<file path="config.mk">
export PLATFORM = sky130hd
export DESIGN_NAME = imm_field_gen
export DESIGN_NICKNAME = d
export VERILOG_FILES = /design/src/rtl/imm_field_gen.sv
export SDC_FILE = /design/constraint.sdc
export NUM_CORES = 1
export LEC_CHECK = 0
export CORE_UTILIZATION = 34
export DETAILED_ROUTE_END_ITERATION = 6
export GPL_ROUTABILITY_DRIVEN = 1
export PLACE_DENSITY = 0.68
export SYNTH_ARGS = -nofsm -noshare
export SYNTH_HDL_FRONTEND = slang
export SYNTH_SLANG_ARGS = --single-unit
export TNS_END_PERCENT = 30
</file>
<file path="constraint.sdc">
create_clock -name clk -period 5.78 [get_ports clk]
set_input_delay 1.734 -clock clk [delete_from_list [all_inputs] [get_ports clk]]
set_output_delay 1.734 -clock clk [all_outputs]
set_load 0.1 [all_outputs]
</file>
<file path="src/rtl/imm_field_gen.sv">
// Dual-lane immediate field extractor feeding Sign_Extender through a
// registered, skid-buffered valid/ready stage. Lane 0 is the older instruction.
module imm_field_gen #(
  parameter int unsigned XLEN = 32
) (
  input  logic                       clk,
  input  logic                       rst,
  input  logic                       flush,
  input  logic                       in_valid,
  output logic                       in_ready,
  input  logic [1:0][XLEN-1:0]       in_instr,
  input  logic [1:0]                 in_lane_valid,
  output logic                       out_valid,
  input  logic                       out_ready,
  output logic [1:0][XLEN-1:0]       imm_raw,
  output logic [1:0][4:0]            op_code,
  output logic [1:0]                 sign_extender_en,
  output logic [1:0]                 sign_extender_type,
  output logic [1:0]                 illegal,
  output logic [1:0]                 lane_valid_out
);

  localparam int unsigned LANES = 2;
  localparam int unsigned OPW   = 5;

  typedef struct packed {
    logic [XLEN-1:0] imm;
    logic [OPW-1:0]  op;
    logic            en;
    logic            typ;
    logic            ill;
    logic            lv;
  } lane_t;

  typedef lane_t [LANES-1:0] bundle_t;

  // Raw immediate extraction for one lane; fields follow the Sign_Extender input contract.
  function automatic lane_t decode(input logic [XLEN-1:0] i, input logic v);
    lane_t d;
    d = '0;
    if (v) begin
      d.lv = 1'b1;
      d.op = i[6:2];
      if (i[1:0] != 2'b11) begin
        d.ill = 1'b1;
      end else begin
        unique case (i[6:2])
          5'b01101, 5'b00101: begin
            d.imm = {i[31:12], 12'b0};
            d.en  = 1'b1;
          end
          5'b00100: begin
            d.imm = {20'b0, i[31:20]};
            d.en  = 1'b1;
            d.typ = (i[13:12] == 2'b01);
          end
          5'b00000: begin
            d.imm = {20'b0, i[31:20]};
            d.en  = 1'b1;
          end
          5'b01000: begin
            d.imm = {{20{i[31]}}, i[31:25], i[11:7]};
            d.en  = 1'b1;
          end
          5'b11011: begin
            d.imm = {{11{i[31]}}, i[31], i[19:12], i[20], i[30:21], 1'b0};
            d.en  = 1'b1;
          end
          5'b11001: begin
            d.imm = {{20{i[31]}}, i[31:20]};
            d.en  = 1'b1;
          end
          5'b11000: begin
            d.imm = {19'b0, i[31], i[7], i[30:25], i[11:8], 1'b0};
            d.en  = 1'b1;
          end
          5'b01100, 5'b11100, 5'b00011: d.ill = 1'b0;
          default:                      d.ill = 1'b1;
        endcase
      end
    end
    return d;
  endfunction

  bundle_t in_d;
  bundle_t or_q;
  bundle_t sr_q;
  logic    or_v;
  logic    sr_v;
  logic    accept_c;
  logic    consume_c;

  always_comb begin
    for (int l = 0; l < LANES; l++) begin
      in_d[l] = decode(in_instr[l], in_lane_valid[l]);
    end
  end

  assign accept_c  = in_valid & ~sr_v;
  assign consume_c = or_v & out_ready;

  // Output register plus skid slot; skid is only ever filled while the output stalls.
  always_ff @(posedge clk or posedge rst) begin
    if (rst) begin
      or_v <= 1'b0;
      sr_v <= 1'b0;
      or_q <= '0;
      sr_q <= '0;
    end else if (flush) begin
      or_v <= 1'b0;
      sr_v <= 1'b0;
    end else if (consume_c && sr_v) begin
      or_q <= sr_q;
      sr_v <= 1'b0;
    end else if (accept_c && (!or_v || consume_c)) begin
      or_q <= in_d;
      or_v <= 1'b1;
    end else if (accept_c) begin
      sr_q <= in_d;
      sr_v <= 1'b1;
    end else if (consume_c) begin
      or_v <= 1'b0;
    end
  end

  assign in_ready  = ~sr_v;
  assign out_valid = or_v;

  always_comb begin
    for (int l = 0; l < LANES; l++) begin
      imm_raw[l]            = or_q[l].imm;
      op_code[l]            = or_q[l].op;
      sign_extender_en[l]   = or_q[l].en;
      sign_extender_type[l] = or_q[l].typ;
      illegal[l]            = or_q[l].ill;
      lane_valid_out[l]     = or_q[l].lv;
    end
  end

endmodule

</file>
==> impl_summary.txt, run 1 <==
----------------------------------------------------
[Outcome]
  Outcome ... finished clean

[Power]
  Sequential share of power ... 34.8%
  Static leakage power ... 4.14 nW
  PwrDens ... 377 mW/mm^2
  Fraction of power spent switching nets ... between 40% and 50%
  Worst vdd rail ir drop ... between 0.0002 and 0.00025 V
  Internal power ... about 2.3 mW
  Proportion of power drawn by combinational gates ... between 30% and 40%
  Sw Pwr ... approximately 1.7 mW
  Clock power share ... between 20% and 30%

[Drt]
  Router iterations before antenna repair ... 4
  Via/cell ratio ... around 5.4
  Count of routing violations after the opening detailed-route iteration ... 616
  Count of unresolved DRC violations after routing ... 0
  Post-detailed-route count of antenna-violating nets ... 0
  Detailed-route wire length ... 22.3 mm
  Vias after detailed routing ... between 6000 and 7000
  WL/cell ... 17.1 um

[Clocking]
  Sinks on the clock net ... 166
  Buffers inserted by post-CTS timing repair ... 0
  TritonCTS buffer count ... 17
  Post-CTS sizing ... 0
  H-tree lvl count ... 4
  CTS tree ... done
  Total of hold buffers inserted after clock tree synthesis ... 0
  Number of buffers on the longest clock path ... 2
  Clock transition time at the flip-flop clock pins of the worst setup and hold paths ... about 60 ps
  Root buffer selected by CTS ... sky130_fd_sc_hd__clkbuf_16
  Later-pin clock latency in the skew report ... about 430 ps

[Timing]
  Slew @ Worst Pin ... between 1000 and 1500 ps
  Setup repair after global routing missed its margin ... false
  Hold violation count in the final report ... 0
  Total Neg Setup Slack ... 0 ps
  Achievable Freq ... approximately 0.25 GHz
  Share of the clock period used by the worst path after layout ... 68.8%
  Relative slew slack ... a little under a quarter
  Number of endpoints failing setup at the final stage ... 0
  Max-slew violations ... 0
  Final worst-path setup slack ... approximately 1800 ps
  Worst Clk Skew ... 11.2 ps
  Fin crit period ... 3980 ps

[Worst setup path]
  Arrival time at the worst endpoint ... around 4300 ps
  WP buf/inv ... 1
  Cell breakdown of the critical path ... clkdlybuf4s50_1, or3_1, a21oi_1, a21oi_1, o311ai_0, o21a_1
  CP Class ... in -> reg
  CP Launch Type ... primary input
  Crit path depth ... 6
  Crit-path leading delay family ... compound AO/OA/AOI/OAI gates
  Worst Reg2Reg Path Length in Cells ... 4
  Crit Reg-Reg Endpoint ... sr_q[74]
  Worst path required time ... roughly 6100 ps
  Critical-path maximum fanout ... 17
  Crit end category ... flop
  Worst R2R Setup Slack ... around 3600 ps
  Most numerous cell on the critical path ... sky130_fd_sc_hd__a21oi_1
  Slowest cell on crit path ... sky130_fd_sc_hd__a21oi_1
  Reg-to-Reg Start ... sr_v
  Maximum single-stage delay on the critical path ... 760 ps

[Yosys]
  Netlist cell types ... just under 60
  Count of flip-flops with a built-in enable after synthesis ... 0
  Synthesis Warnings ... 0
  Number of cells produced by synthesis ... between 800 and 900
  Combined area of all synthesized cells ... roughly 0.0084 sq mm
  Sequential-to-total area share from yosys stat ... 49.5%
  Post-synthesis average cell area ... 9.75 sq um
  Async set or reset register ratio after synthesis ... between 90% and 100%
  Top post-synthesis cells by area ... sky130_fd_sc_hd__dfrtp_1 50%, sky130_fd_sc_hd__nand2_1 7.6%, sky130_fd_sc_hd__o31ai_2 7.3%, sky130_fd_sc_hd__a21oi_1 4.6%, sky130_fd_sc_hd__o21a_1 4.4%
  Synthesized flop and latch total ... around 170
  Dominant register cell in the synthesized netlist ... sky130_fd_sc_hd__dfrtp_1
  Area share of the largest cell type after synthesis ... between 40 and 50%
  Net Count, Synth ... 931
  Post-synthesis cell type with the largest combined area ... sky130_fd_sc_hd__dfrtp_1

[Worst hold path]
  Class of the tightest hold or removal check ... reg -> reg
  Hold path endpoint ... sr_q[60]
  Critical hold path startpoint ... sr_q[60]
  Number of stages on the worst hold path ... 2

[Finish]
  Synth-to-Final Area Change ... 26.5%
  Combined flip-flop and latch cell area ... 0.00415 sq mm
  Most frequent standard cell in the layout excluding fill and tap cells ... sky130_fd_sc_hd__nand2_1
  Multi-input logic area ... roughly 0.0038 sq mm
  Commonest cells after routing, fill and taps aside ... 169 x sky130_fd_sc_hd__nand2_1, 166 x sky130_fd_sc_hd__dfrtp_1, 154 x sky130_fd_sc_hd__clkdlybuf4s50_1
  Post-layout nets ... around 1000
  Final antenna diode count ... 0
  Proportion of layout cells with a drive suffix above 1 ... 11.2%
  Layout filler cell count ... between 2000 and 2500

[Global routing]
  Pin count of the biggest net entering global routing ... approximately 170
  Wire length of the first global-routing pass ... about 37 mm
  Vias in the first global route ... around 6600
  Global Route Usage Sum ... about 18%
  Antenna violations before repair ... 0
  Grt total ovfl ... 0

[Placement]
  Count of buffers inserted at the top-level ports ... around 150
  HPWL after DPL ... ~15 mm
  Pre-CTS WS ... 1430 ps
  Routability congestion estimate ... 0.811

[Floorplan]
  Die Wd ... approximately 160 um
  Starting Density ... 34.6%
  Area of the core region ... roughly 0.024 sq mm
  IO Count ... roughly 160
  Area of the die ... around 0.025 sq mm
  Site Rows ... 57
  Overall die height ... approximately 160 um

[Flow run]
  Max-cap violation count ... 0

----------------------------------------------------
==> registers in the layout, indices dropped and copies added, names as in the netlist <==
| name | flops |
|---|---|
| sr_q | 82 |
| op_code | 10 |
| lane_valid_out | 2 |
| sign_extender_en | 2 |
| out_valid | 1 |
| imm_raw | 64 |
| illegal | 2 |
| sr_v | 1 |
| sign_extender_type | 2 |
==> layer usage <==
metal | vias to the layer above | part of all wire (%) | GRT usage (%) | wire [um]
li1 | 3316 | - | - | -
met1 | 3440 | 46 | 25.8 | 10200
met2 | 209 | 47 | 28.4 | 10500
met3 | 23 | 5.7 | 3.70 | 1270
met4 | 0 | 1.2 | 4.81 | 259
met5 | - | 0 | 0 | 0
==> power groups by stage <==
stage          Combinational, mW  Clock [mW]  Sequential (mW)
5_1_grt                     1.55        1.18             1.41
3_5_place_dp                1.51           0             1.41
2_1_floorplan              0.250           0             2.27
6_report                    1.50        1.11             1.39
3_3_place_gp                1.50           0             1.41
4_1_cts                     1.51        1.14             1.39
==> synth_stat cells (7+ instances only) <==
cell,n
sky130_fd_sc_hd__buf_6,13
sky130_fd_sc_hd__a31oi_1,16
sky130_fd_sc_hd__and3_1,7
sky130_fd_sc_hd__o31ai_2,49
sky130_fd_sc_hd__dfrtp_1,166
sky130_fd_sc_hd__o311ai_0,27
sky130_fd_sc_hd__nand3_1,18
sky130_fd_sc_hd__buf_2,34
sky130_fd_sc_hd__o21a_1,49
sky130_fd_sc_hd__nand2_1,169
sky130_fd_sc_hd__nand2b_1,11
sky130_fd_sc_hd__o311ai_1,20
sky130_fd_sc_hd__a21oi_1,77
sky130_fd_sc_hd__nor2_1,52
sky130_fd_sc_hd__clkbuf_1,24
sky130_fd_sc_hd__o21ai_0,23
sky130_fd_sc_hd__a22oi_1,10
==> cell families (layout without fill, tap and decap cells) <==
kind of cell | count (synthesis) | count (layout) | share of synthesized area, %
simple gates | 301 | 301 | 16.5
buf+inv | 90 | 206 | 5.98
flops | 166 | 166 | 49.5
mux | 2 | 2 | 0.254
compound gates | 301 | 301 | 27.8
==> metrics by stage <==
stage | utilization (%) | instances | instance area, sq um | hold slack, ps | total power, mW
after CTS | 43.8 | 1300 | 10600 | 479 | 4.04
after floorplan | - | 860 | 8390 | 446 | 2.52
after global routing | 43.8 | 1300 | 10600 | 495 | 4.15
after detailed placement | 41.4 | 1268 | 10000 | 463 | 2.92
after global placement | 41.4 | 1268 | 10000 | 458 | 2.91
final | 43.8 | 1300 | 10600 | 478 | 4.00
==> worst reg2reg max path: cells and delay by family (launching register included) <==
family	cells	cell delay, ps
DFF	1	430
buffers and inverters	1	380
AOI/OAI and AO/OA	1	360
and+or+nand+nor	2	960
==> cell type report <==
class,instances,share of cell area [%]
timing repair buffer,167,16.0
inverter,7,0.283
clock buffer,19,4.17
tap,324,3.82
multi-input combinational,604,35.4
clock inverter,13,1.16
sequential,166,39.1
==> worst max path at each step <==
stage / endpoint / startpoint / slack (ps)
after floorplan: illegal[0] / rst / 1930
after global placement: imm_raw[23] / in_instr[2] / 1490
after detailed placement: imm_raw[61] / in_instr[38] / 1430
after CTS: in_ready / sr_v / 1860
after global routing: imm_raw[59] / in_instr[34] / 1640
final: imm_raw[59] / in_instr[38] / 1800
Note: power is estimated with default switching activity, not from simulation.
==> run 2: changes to the inputs <==
--- a/config.mk
+++ b/config.mk
@@ -8,7 +8,7 @@
 export CORE_UTILIZATION = 34
 export DETAILED_ROUTE_END_ITERATION = 6
 export GPL_ROUTABILITY_DRIVEN = 1
-export PLACE_DENSITY = 0.68
+export PLACE_DENSITY = 0.66
 export SYNTH_ARGS = -nofsm -noshare
 export SYNTH_HDL_FRONTEND = slang
 export SYNTH_SLANG_ARGS = --single-unit
==> constraint.sdc (replaced) <==
create_clock -name clk -period 3.7 [get_ports clk]
set_input_delay 1.11 -clock clk [delete_from_list [all_inputs] [get_ports clk]]
set_output_delay 1.11 -clock clk [all_outputs]
set_load 0.1 [all_outputs]
==> run 2 against run 1 <==
  * Utilization fell by 0.10 points
  * Routed wire length increased by 1.7%
  * Non-clock buffer count is 17 higher
  * First-iteration DRC count fell by 15%
  * Via count shrank 0.20%
  * Combinational power up 53%
  * Sequential share of layout area up 0.092 points
  * Register-to-register slack worse by 1900 ps
  * Clock power grew 65%
  * Design area down 0.24%
  * Critical path type unchanged
  * Highest routed layer unchanged
==> impl_summary.txt, run 2 (same netlist as run 1, synthesis figures left out) <==
----------------------------------------------------
[Outcome]
  Outcome ... finished clean

[Worst setup path]
  CP Launch Type ... primary input
  Critical-path maximum fanout ... 17
  Worst path required time ... 4080 ps
  Arrival time at the worst endpoint ... roughly 3400 ps
  Cell breakdown of the critical path ... clkdlybuf4s50_1, buf_4, nand2b_1, nand4_1, and2_2, buf_4, o311ai_0, o21a_1
  Worst R2R Setup Slack ... approximately 1600 ps
  Crit end category ... flop
  Worst Reg2Reg Path Length in Cells ... 4
  Most numerous cell on the critical path ... sky130_fd_sc_hd__buf_4
  Reg-to-Reg Start ... sr_v
  Slowest cell on crit path ... sky130_fd_sc_hd__clkdlybuf4s50_1
  Crit Reg-Reg Endpoint ... sr_q[51]
  CP Class ... in -> reg
  Maximum single-stage delay on the critical path ... about 670 ps

[Global routing]
  Wire length of the first global-routing pass ... 36.9 mm
  Grt total ovfl ... 0
  Vias in the first global route ... ~6700
  Global Route Usage Sum ... 18.4%
  Pin count of the biggest net entering global routing ... between 100 and 150
  Antenna violations before repair ... 0

[Worst hold path]
  Critical hold path startpoint ... sr_q[50]
  Number of stages on the worst hold path ... 1
  Hold path endpoint ... sr_q[50]
  Class of the tightest hold or removal check ... reg -> reg

[Finish]
  Post-layout nets ... approximately 1100
  Max reg flops ... 82
  Most frequent standard cell in the layout excluding fill and tap cells ... sky130_fd_sc_hd__nand2_1
  Post-route cell area ... between 0.01 and 0.015 sq mm
  Commonest cells after routing, fill and taps aside ... 169 x sky130_fd_sc_hd__nand2_1, 166 x sky130_fd_sc_hd__dfrtp_1, 107 x sky130_fd_sc_hd__buf_4
  Synth-to-Final Area Change ... 26.2%
  Final antenna diode count ... 0
  Number of non-filler instances in the completed layout ... around 1300
  Proportion of layout cells with a drive suffix above 1 ... approximately a fifth
  Largest reg by FF count ... sr_q

[Placement]
  Count of buffers inserted at the top-level ports ... approximately 150
  Routability congestion estimate ... slightly above 0.8
  HPWL after DPL ... 15.7 mm
  Pre-CTS WS ... between 200 and 300 ps
  Placed cells ... between 1000 and 1500
  Post-DP Area ... ~0.010 sq mm

[Clocking]
  H-tree lvl count ... 4
  CTS tree ... done
  Post-CTS sizing ... 0
  Sinks on the clock net ... between 150 and 200
  Later-pin clock latency in the skew report ... about 440 ps
  Root buffer selected by CTS ... sky130_fd_sc_hd__clkbuf_16
  Total of hold buffers inserted after clock tree synthesis ... 0
  Number of buffers on the longest clock path ... 2
  TritonCTS buffer count ... 17
  Clock transition time at the flip-flop clock pins of the worst setup and hold paths ... 70 ps
  Buffers inserted by post-CTS timing repair ... 0

[Drt]
  Detailed-route wire length ... about 23 mm
  Count of unresolved DRC violations after routing ... 0
  Via/cell ratio ... 5.30
  WL/cell ... about 17 um
  Post-detailed-route count of antenna-violating nets ... 0
  Count of routing violations after the opening detailed-route iteration ... ~520
  Vias after detailed routing ... ~7000
  Router iterations before antenna repair ... 5

[Timing]
  Setup repair after global routing missed its margin ... false
  Achievable Freq ... around 0.34 GHz
  Total Neg Setup Slack ... 0 ps
  Worst hold slack ... 479 ps
  Share of the clock period used by the worst path after layout ... approximately 81%
  Slew @ Worst Pin ... a little under 700 ps
  Final worst-path setup slack ... 716 ps
  Max-slew violations ... 0
  Fin crit period ... around 3000 ps
  Number of endpoints failing setup at the final stage ... 0
  Hold violation count in the final report ... 0
  Relative slew slack ... between 50% and 60%
  Worst Clk Skew ... about 13 ps

[Floorplan]
  Area of the core region ... 0.0242 sq mm
  Overall die height ... 159 um
  IO Count ... 155
  Starting Density ... 34.6%
  Area of the die ... about 0.025 sq mm
  Die Wd ... ~160 um
  Site Rows ... 57

[Power]
  Static leakage power ... 4.34 nW
  PwrDens ... between 500 and 600 mW/mm^2
  Worst vdd rail ir drop ... ~0.00033 V

[Flow run]
  Max-cap violation count ... 0

----------------------------------------------------
run 2: cell count changes in the layout (fill, tap and decap cells not counted), sizes merged:
| cell | previous run | this run |
|---|---|---|
| buf | 13 | 114 |
| clkdlybuf4s50 | 154 | 70 |
| bufinv | 1 | 2 |
| clkinv | 5 | 4 |
| clkinvlp | 5 | 4 |
| inv | 9 | 10 |
run 2: worst max-delay path by stage:
stage,from,to,depth (start not counted)
global route,in_instr[34],imm_raw[50],8
finish,in_instr[34],imm_raw[50],8
global placement,in_instr[2],imm_raw[2],7
CTS,in_instr[34],imm_raw[51],8
floorplan,rst,illegal[0],1
detailed placement,in_instr[34],imm_raw[51],8
run 2: through the flow:
step | power (mW) | util (%)
2_1_floorplan | 3.94 | -
3_3_place_gp | 4.50 | 41.2
3_5_place_dp | 4.52 | 41.2
4_1_cts | 6.35 | 43.7
5_1_grt | 6.52 | 43.7
6_report | 6.29 | 43.7
run 2: layer usage:
layer  GRT usage (%)  wire [um]  vias up
met3            3.65       1050       21
met5               0          0        -
met4            4.90        228        0
li1                -          -     3364
met2            28.8      10700      188
met1            25.9      10700     3401
run 2: critical path, delay by kind of cell:
kind	cells	cell delay (ps)
buffers and inverters	3	1130
AND/OR/NAND/NOR	3	570
AO/OA/AOI/OAI	2	530
run 2: power by group:
part / switching, mW / internal [mW]
sequential: 0.135 / 2.04
combinational: 1.79 / 0.499
clock: 0.786 / 1.04
total: 2.71 / 3.58
run 2: layout make-up:
type	instances	area (sq um)
Tap cell	324	405
Multi-Input combinational cell	604	3750
Clock inverter	13	145
Clock buffer	19	453
Fill cell	2372	13700
Inverter	7	30.0
Sequential cell	166	4150
Timing Repair Buffer	184	1640
